===== src/rtl/ram8_if.sv =====
// Bus bundle for the 8x16 register-file memory: write data, address, write
// enable and the combinational read word.
interface ram8_if;
  logic [15:0] in;
  logic [2:0]  addr;
  logic        load;
  logic [15:0] out;

  modport master (output in, output addr, output load, input out);
  modport slave  (input in, input addr, input load, output out);
endinterface


===== src/rtl/ram8.sv =====
// Eight-word by 16-bit register file: one write per rising edge when load is
// set, combinational read of the addressed word, asynchronous clear.
module ram8 (
  input  logic  clk,
  input  logic  reset,
  ram8_if.slave bus
);

  logic [7:0]       wr_en;
  logic [7:0][15:0] words;

  generate
    for (genvar gi = 0; gi < 8; gi++) begin : g_word
      logic [15:0] word_reg;

      // Demux: load reaches only the register selected by addr.
      assign wr_en[gi] = bus.load && (bus.addr == 3'(gi));

      always_ff @(posedge clk or posedge reset) begin
        if (reset) begin
          word_reg <= 16'h0000;
        end else if (wr_en[gi]) begin
          word_reg <= bus.in;
        end
      end

      assign words[gi] = word_reg;
    end
  endgenerate

  // No bypass: a word being written shows its old value until the edge.
  assign bus.out = words[bus.addr];

endmodule


===== src/flat_wrapper.sv =====
// flat-port wrapper written by rule: the top's interface ports become plain ports
module ram8_flat 
  (clk, reset, bus_in, bus_addr, bus_load, bus_out);
  ram8_if bus_i ();
  input  logic clk;
  input  logic reset;
  input wire logic [$bits(bus_i.in)-1:0] bus_in;
  input wire logic [$bits(bus_i.addr)-1:0] bus_addr;
  input wire logic [$bits(bus_i.load)-1:0] bus_load;
  output wire logic [$bits(bus_i.out)-1:0] bus_out;
  assign bus_i.in = bus_in;
  assign bus_i.addr = bus_addr;
  assign bus_i.load = bus_load;
  assign bus_out = bus_i.out;
  ram8 u_core (.clk(clk), .reset(reset), .bus(bus_i));
endmodule

===== config.mk =====
export PLATFORM = sky130hd
export DESIGN_NAME = ram8_flat
export DESIGN_NICKNAME = d
export VERILOG_FILES = /design/src/rtl/ram8_if.sv /design/src/rtl/ram8.sv /design/src/flat_wrapper.sv
export SDC_FILE = /design/constraint.sdc
export NUM_CORES = 1
export LEC_CHECK = 0
export CAP_MARGIN = 25
export CORE_MARGIN = 1
export CORE_UTILIZATION = 50
export DETAILED_ROUTE_END_ITERATION = 12
export MAX_ROUTING_LAYER = met4
export PLACE_DENSITY = 0.71
export SYNTH_ARGS = -nofsm -noshare
export SYNTH_HDL_FRONTEND = slang
export SYNTH_SLANG_ARGS = --single-unit

===== constraint.sdc =====
create_clock -name clk -period 7.8 [get_ports clk]
set_input_delay 1.17 -clock clk [delete_from_list [all_inputs] [get_ports clk]]
set_output_delay 1.17 -clock clk [all_outputs]
set_load 0.005 [all_outputs]

==> flow_summary.toml, run 1 <==
[logic_synthesis]
synth-compound-area-share_pct = 0
synth_area_leaders = "dfrtp_1, mux2_4, mux2_2, mux4_2, mux4_1"
ys_dominant_reg_cell = "dfrtp_1"
ys_warn_count = 0
syn-cell-area_um2 = 6200
synth_area_per_cell_um2 = 18.5
muxShareOfSynthArea_pct = 42.2
syn_nets = 357
synth_top_area_share_pct = 51.6
synth_edf_count = 0
yosys-top-cells-count = "dfrtp_1, mux2_2, mux2_4"
yosysSeqAreaShare_pct = 51.6
yosysUniqueCellTypes = 16
synth_fa_ha_area_share_pct = 0
async_flop_share_pct = 100
synth-simple-area-share_pct = 2.48
synth_top_area_cell = "dfrtp_1"
yosysMostFrequentCell = "dfrtp_1"
postSynthCellCount = 335
synth_seq_cells = 128
synthXorXnorAreaFrac_pct = 0
synth_top_family_by_area = "multiplexers"

[clock_network]
clk_path_buf_depth = 2
h-tree-depth = 4
cts_hold_buf = 0
cts_resized = 0
numCtsBuffers = 17
clkLatencyLatePin_ns = 0.41
cts_tree = "done"
root_buffer = "clkbuf_16"
clk_pin_slew_ns = 0.05
cts.sink_count = 128
post-cts-setup-buffers = 0

[cells_and_area]
fill_cells = 921
final_nets = 395
syn_to_final_growth_pct = 15.6
diodes = 0
largest_reg_flops = 128
drive_above_1_share_pct = 50.6

[worst_setup_path]
arrival_ns = 3.20
start_kind = "primary input"
critPathLaunch = "bus_addr[2]"
timing.rr.start = "u_core.g_word[4].word_reg[4]"
worstSetupPathType = "in2out"
crit_required_ns = 6.63
crit_fanout = 40
crit_path_end_kind = "output pin"
reg2reg_slack_ns = 7.01

[floorplan]
io_pins = 38
die_x_um = 113
start_util_pct = 51.4
dieHeight_um = 113
rows = 40
die_area_um2 = 12900
coreArea_um2 = 12100

[outcome]
status = "completed"

[place]
gp_congestion = 0.681
place_hpwl_mm = 6.46
io_buffers = 37

[pwr]
vdd_drop_max_v = 0.000243
power_density_nw_per_um2 = 290
p_leak_nw = 3.21

[timing]
skew_ns = 0
rsz0062_at_grt = "false"
tightest_slew_ns = 0.900
timing.slew.headroom_pct = 40.0
slew_viol_final = 0
clock.fmax_ghz = 0.229
finalHoldViolations = 0
min_period_ns = 4.37
hold_ws_ns = 0.476
setup_viol = 0
finalCritPeriodShare_pct = 56.0
fin_tns_setup_ns = 0

[detailed_routing]
top_layer = "met4"
antenna_left = 0
drcViolationCount = 0
first_pass_iters = 4
wl_per_cell_um = 20.8
drt_wl_total_mm = 11.5
wl_met1_mm = 5.31
drtIter0Drc = 93
avgViaCountPerCell = 5.55
vias = 3069
wl_met3_um = 415
wl_met2_mm = 5.58

[global_route]
antenna_found_initial = 0
grt_pass1_vias = 3426
grt_overflow = 0
track_usage_pct = 20.8
grt_max_degree = 66
grt_pass1_wl_mm = 18.9

[worst_hold_path]
min-delay-path-class = "reg2reg"
hold_start = "u_core.g_word[4].word_reg[1]"

[flow_run]
drv_cap = 0
[power breakdown]
part | internal (mW) | leakage (nW) | switching, mW
Sequential | 0.812 | 1.54 | 0.0735
Combinational | 0.284 | 1.38 | 0.117
Clock | 0.524 | 0.291 | 0.268
[routing by layer]
metal / global-route usage [%] / vias up
li1: - / 1348
met1: 26.6 / 1645
met2: 32.0 / 55
met3: 5.63 / 21
met4: 8.16 / 0
met5: - / -
[cells in the final DEF, fill, tap and decap left out]
cell type,instances
nand4b_4,3
mux2_4,63
buf_4,4
and4bb_2,3
dfrtp_1,128
mux4_2,21
mux2_2,69
clkdlybuf4s50_1,34
clkbuf_16,17
buf_2,3
nand4_4,1
inv_4,1
nor4b_4,1
clkbuf_8,3
mux4_1,11
clkbuf_1,5
clkinv_2,3
mux2_1,12
bufinv_16,3
[cells by family after synthesis]
family	Yosys count
and+or+nand+nor	8
buffers and inverters	23
muxes	176
DFF	128
[worst max-delay path, cell delays in order]
cell and delay (ns):
buf_2 0.07, buf_4 0.53, mux4_1 0.64, mux2_4 0.28, clkdlybuf4s50_1 0.44
[path summary, 6_finish.rpt]
kind,end,cells past startpoint
worst max-delay path,bus_out[13],5
min in group asynchronous,u_core.g_word[6].word_reg[8],2
max in group asynchronous,u_core.g_word[5].word_reg[4],3
worst min-delay path,u_core.g_word[4].word_reg[1],1
worst min register to register,u_core.g_word[4].word_reg[1],1
worst max register to register,u_core.g_word[4].word_reg[4],1
[through the flow]
step | instances | setup WS (ns) | area [um^2] | util [%] | total power, mW
after floorplan | 335 | 3.22 | 6200 | - | 1.17
after global placement | 522 | 3.42 | 6580 | 54.5 | 1.28
after detailed placement | 522 | 3.41 | 6580 | 54.5 | 1.30
after CTS | 553 | 3.41 | 7170 | 59.4 | 2.10
after global routing | 553 | 3.34 | 7170 | 59.4 | 2.17
final | 553 | 3.43 | 7170 | 59.4 | 2.08
[cell type report]
type                            instances  area, um^2  share of cell area [%]
Timing Repair Buffer                   41         385                    5.38
Sequential cell                       128        3200                    44.7
Clock buffer                           25         485                    6.77
Clock inverter                          6         105                    1.47
Multi-Input combinational cell        184        2770                    38.7
Tap cell                              168         210                    2.93
Inverter                                1        6.26                  0.0873
(Power assumes the default switching activity.)
==> run 2, diff against run 1 <==
clock period = 4.2 ns   (was 7.8 ns; I/O delays follow)
==> run 2 against run 1 <==
Net effect: combinational power is 88% higher; cell area rose by 0.33%; critical path type unchanged; sequential share of layout area down 0.15 points.
==> flow_summary.toml, run 2 (synthesis gave the netlist of run 1 again) <==
[worst_setup_path]
slowest_delay_ns = 0.55
slowest_stage = "mux4_2"
r2r_cells = 1
crit_fanout = 20
crit_required_ns = 3.57
crit_chain = "buf_2 > buf_4 > mux4_2 > mux2_4 > clkdlybuf4s50_1"
reg2reg_slack_ns = 3.42
worstSetupPathType = "in2out"
arrival_ns = 2.78
path_delay_family = "buffers and inverters"
start_kind = "primary input"
crit_path_end_kind = "output pin"
cp_num_buf_inv = 3
cp_num_cells = 5

[clock_network]
clk_pin_slew_ns = 0.05
cts_resized = 0
root_buffer = "clkbuf_16"
cts.sink_count = 128
post-cts-setup-buffers = 0
clk_path_buf_depth = 2
cts_tree = "done"
clkLatencyLatePin_ns = 0.40
cts_hold_buf = 0
h-tree-depth = 4
numCtsBuffers = 17

[timing]
timing.final.ws_setup_ns = 0.786
setup_viol = 0
rsz0062_at_grt = "false"
skew_ns = 0
finalCritPeriodShare_pct = 81.3
min_period_ns = 3.41
fin_tns_setup_ns = 0
slew_viol_final = 0
tightest_slew_ns = 0.935
timing.slew.headroom_pct = 37.7
clock.fmax_ghz = 0.293
finalHoldViolations = 0

[detailed_routing]
antenna_left = 0
drt_wl_total_mm = 11.9
drcViolationCount = 0
avgViaCountPerCell = 5.63
vias = 3136
first_pass_iters = 4
drtIter0Drc = 126
wl_per_cell_um = 21.4

[floorplan]
io_pins = 38
die_x_um = 113
coreArea_um2 = 12100
die_area_um2 = 12900
start_util_pct = 51.4
dieHeight_um = 113
rows = 40

[cells_and_area]
final_nets = 398
final_cell_area_um2 = 7190
final_common_cell = "dfrtp_1"
drive_above_1_share_pct = 51.7
mostFrequentLayoutCells = "dfrtp_1, mux2_2, mux2_4"
layoutNonFillerInstCount = 557
diodes = 0
syn_to_final_growth_pct = 16.0
largest_reg_flops = 128

[pwr]
p_seq_share_pct = 43.0
power_density_nw_per_um2 = 532
p_int_mw = 2.98
vdd_drop_max_v = 0.000275
p_comb_share_pct = 19.6
p_leak_nw = 3.23
power.share.switching_pct = 22.3
finalPower_mw = 3.83
p_clk_share_pct = 37.4
switching_power_mw = 0.852

[global_route]
grt_pass1_vias = 3463
grt_overflow = 0
antenna_found_initial = 0
grt_pass1_wl_mm = 19.7
track_usage_pct = 21.7
grt_max_degree = 70

[place]
dp.cells = 525
gp_congestion = 0.681
place_area_um2 = 6600
place_hpwl_mm = 6.82
io_buffers = 37
pre_cts_ws_ns = 0.752

[worst_hold_path]
hold_depth = 1
min-delay-path-class = "reg2reg"

[flow_run]
drv_cap = 0

[outcome]
status = "completed"
==> run 2: through the flow <==
step / util (%) / hold WS [ns]
2_1_floorplan: - / 0.449
3_3_place_gp: 54.7 / 0.459
3_5_place_dp: 54.7 / 0.468
4_1_cts: 59.6 / 0.483
5_1_grt: 59.6 / 0.506
6_report: 59.6 / 0.478
==> run 2: path summary, 6_finish.rpt <==
check | start | end
min in group asynchronous | reset | u_core.g_word[6].word_reg[7]
min reg2reg | u_core.g_word[2].word_reg[8] | u_core.g_word[2].word_reg[8]
max in group asynchronous | reset | u_core.g_word[2].word_reg[8]
min | u_core.g_word[2].word_reg[8] | u_core.g_word[2].word_reg[8]
max reg2reg | u_core.g_word[4].word_reg[4] | u_core.g_word[4].word_reg[4]
max | bus_addr[2] | bus_out[9]
==> run 2: power by group through the flow <==
stage          Clock (mW)  Combinational (mW)  Sequential [mW]
2_1_floorplan           0               0.573             1.61
3_5_place_dp            0               0.756             1.66
3_3_place_gp            0               0.738             1.64
5_1_grt              1.51               0.813             1.68
4_1_cts              1.46               0.764             1.64
6_report             1.43               0.752             1.65
==> run 2: metal layers <==
layer  vias up  part of all wire, %  wire (um)  global-route usage [%]
met5         -                    0          0                       -
met4         0                  1.2        146                    6.40
met3        14                  2.9        341                    5.42
met2        46                   49       5890                    33.8
met1      1715                   46       5530                    28.5
li1       1361                    -          -                       -
==> run 2: cell type report <==
cell class / count / area (um^2)
Fill cell: 904 / 4870
Sequential cell: 128 / 3200
Multi-Input combinational cell: 184 / 2770
Clock buffer: 28 / 547
Timing Repair Buffer: 44 / 408
Tap cell: 168 / 210
Clock inverter: 4 / 45.0
Inverter: 1 / 6.26
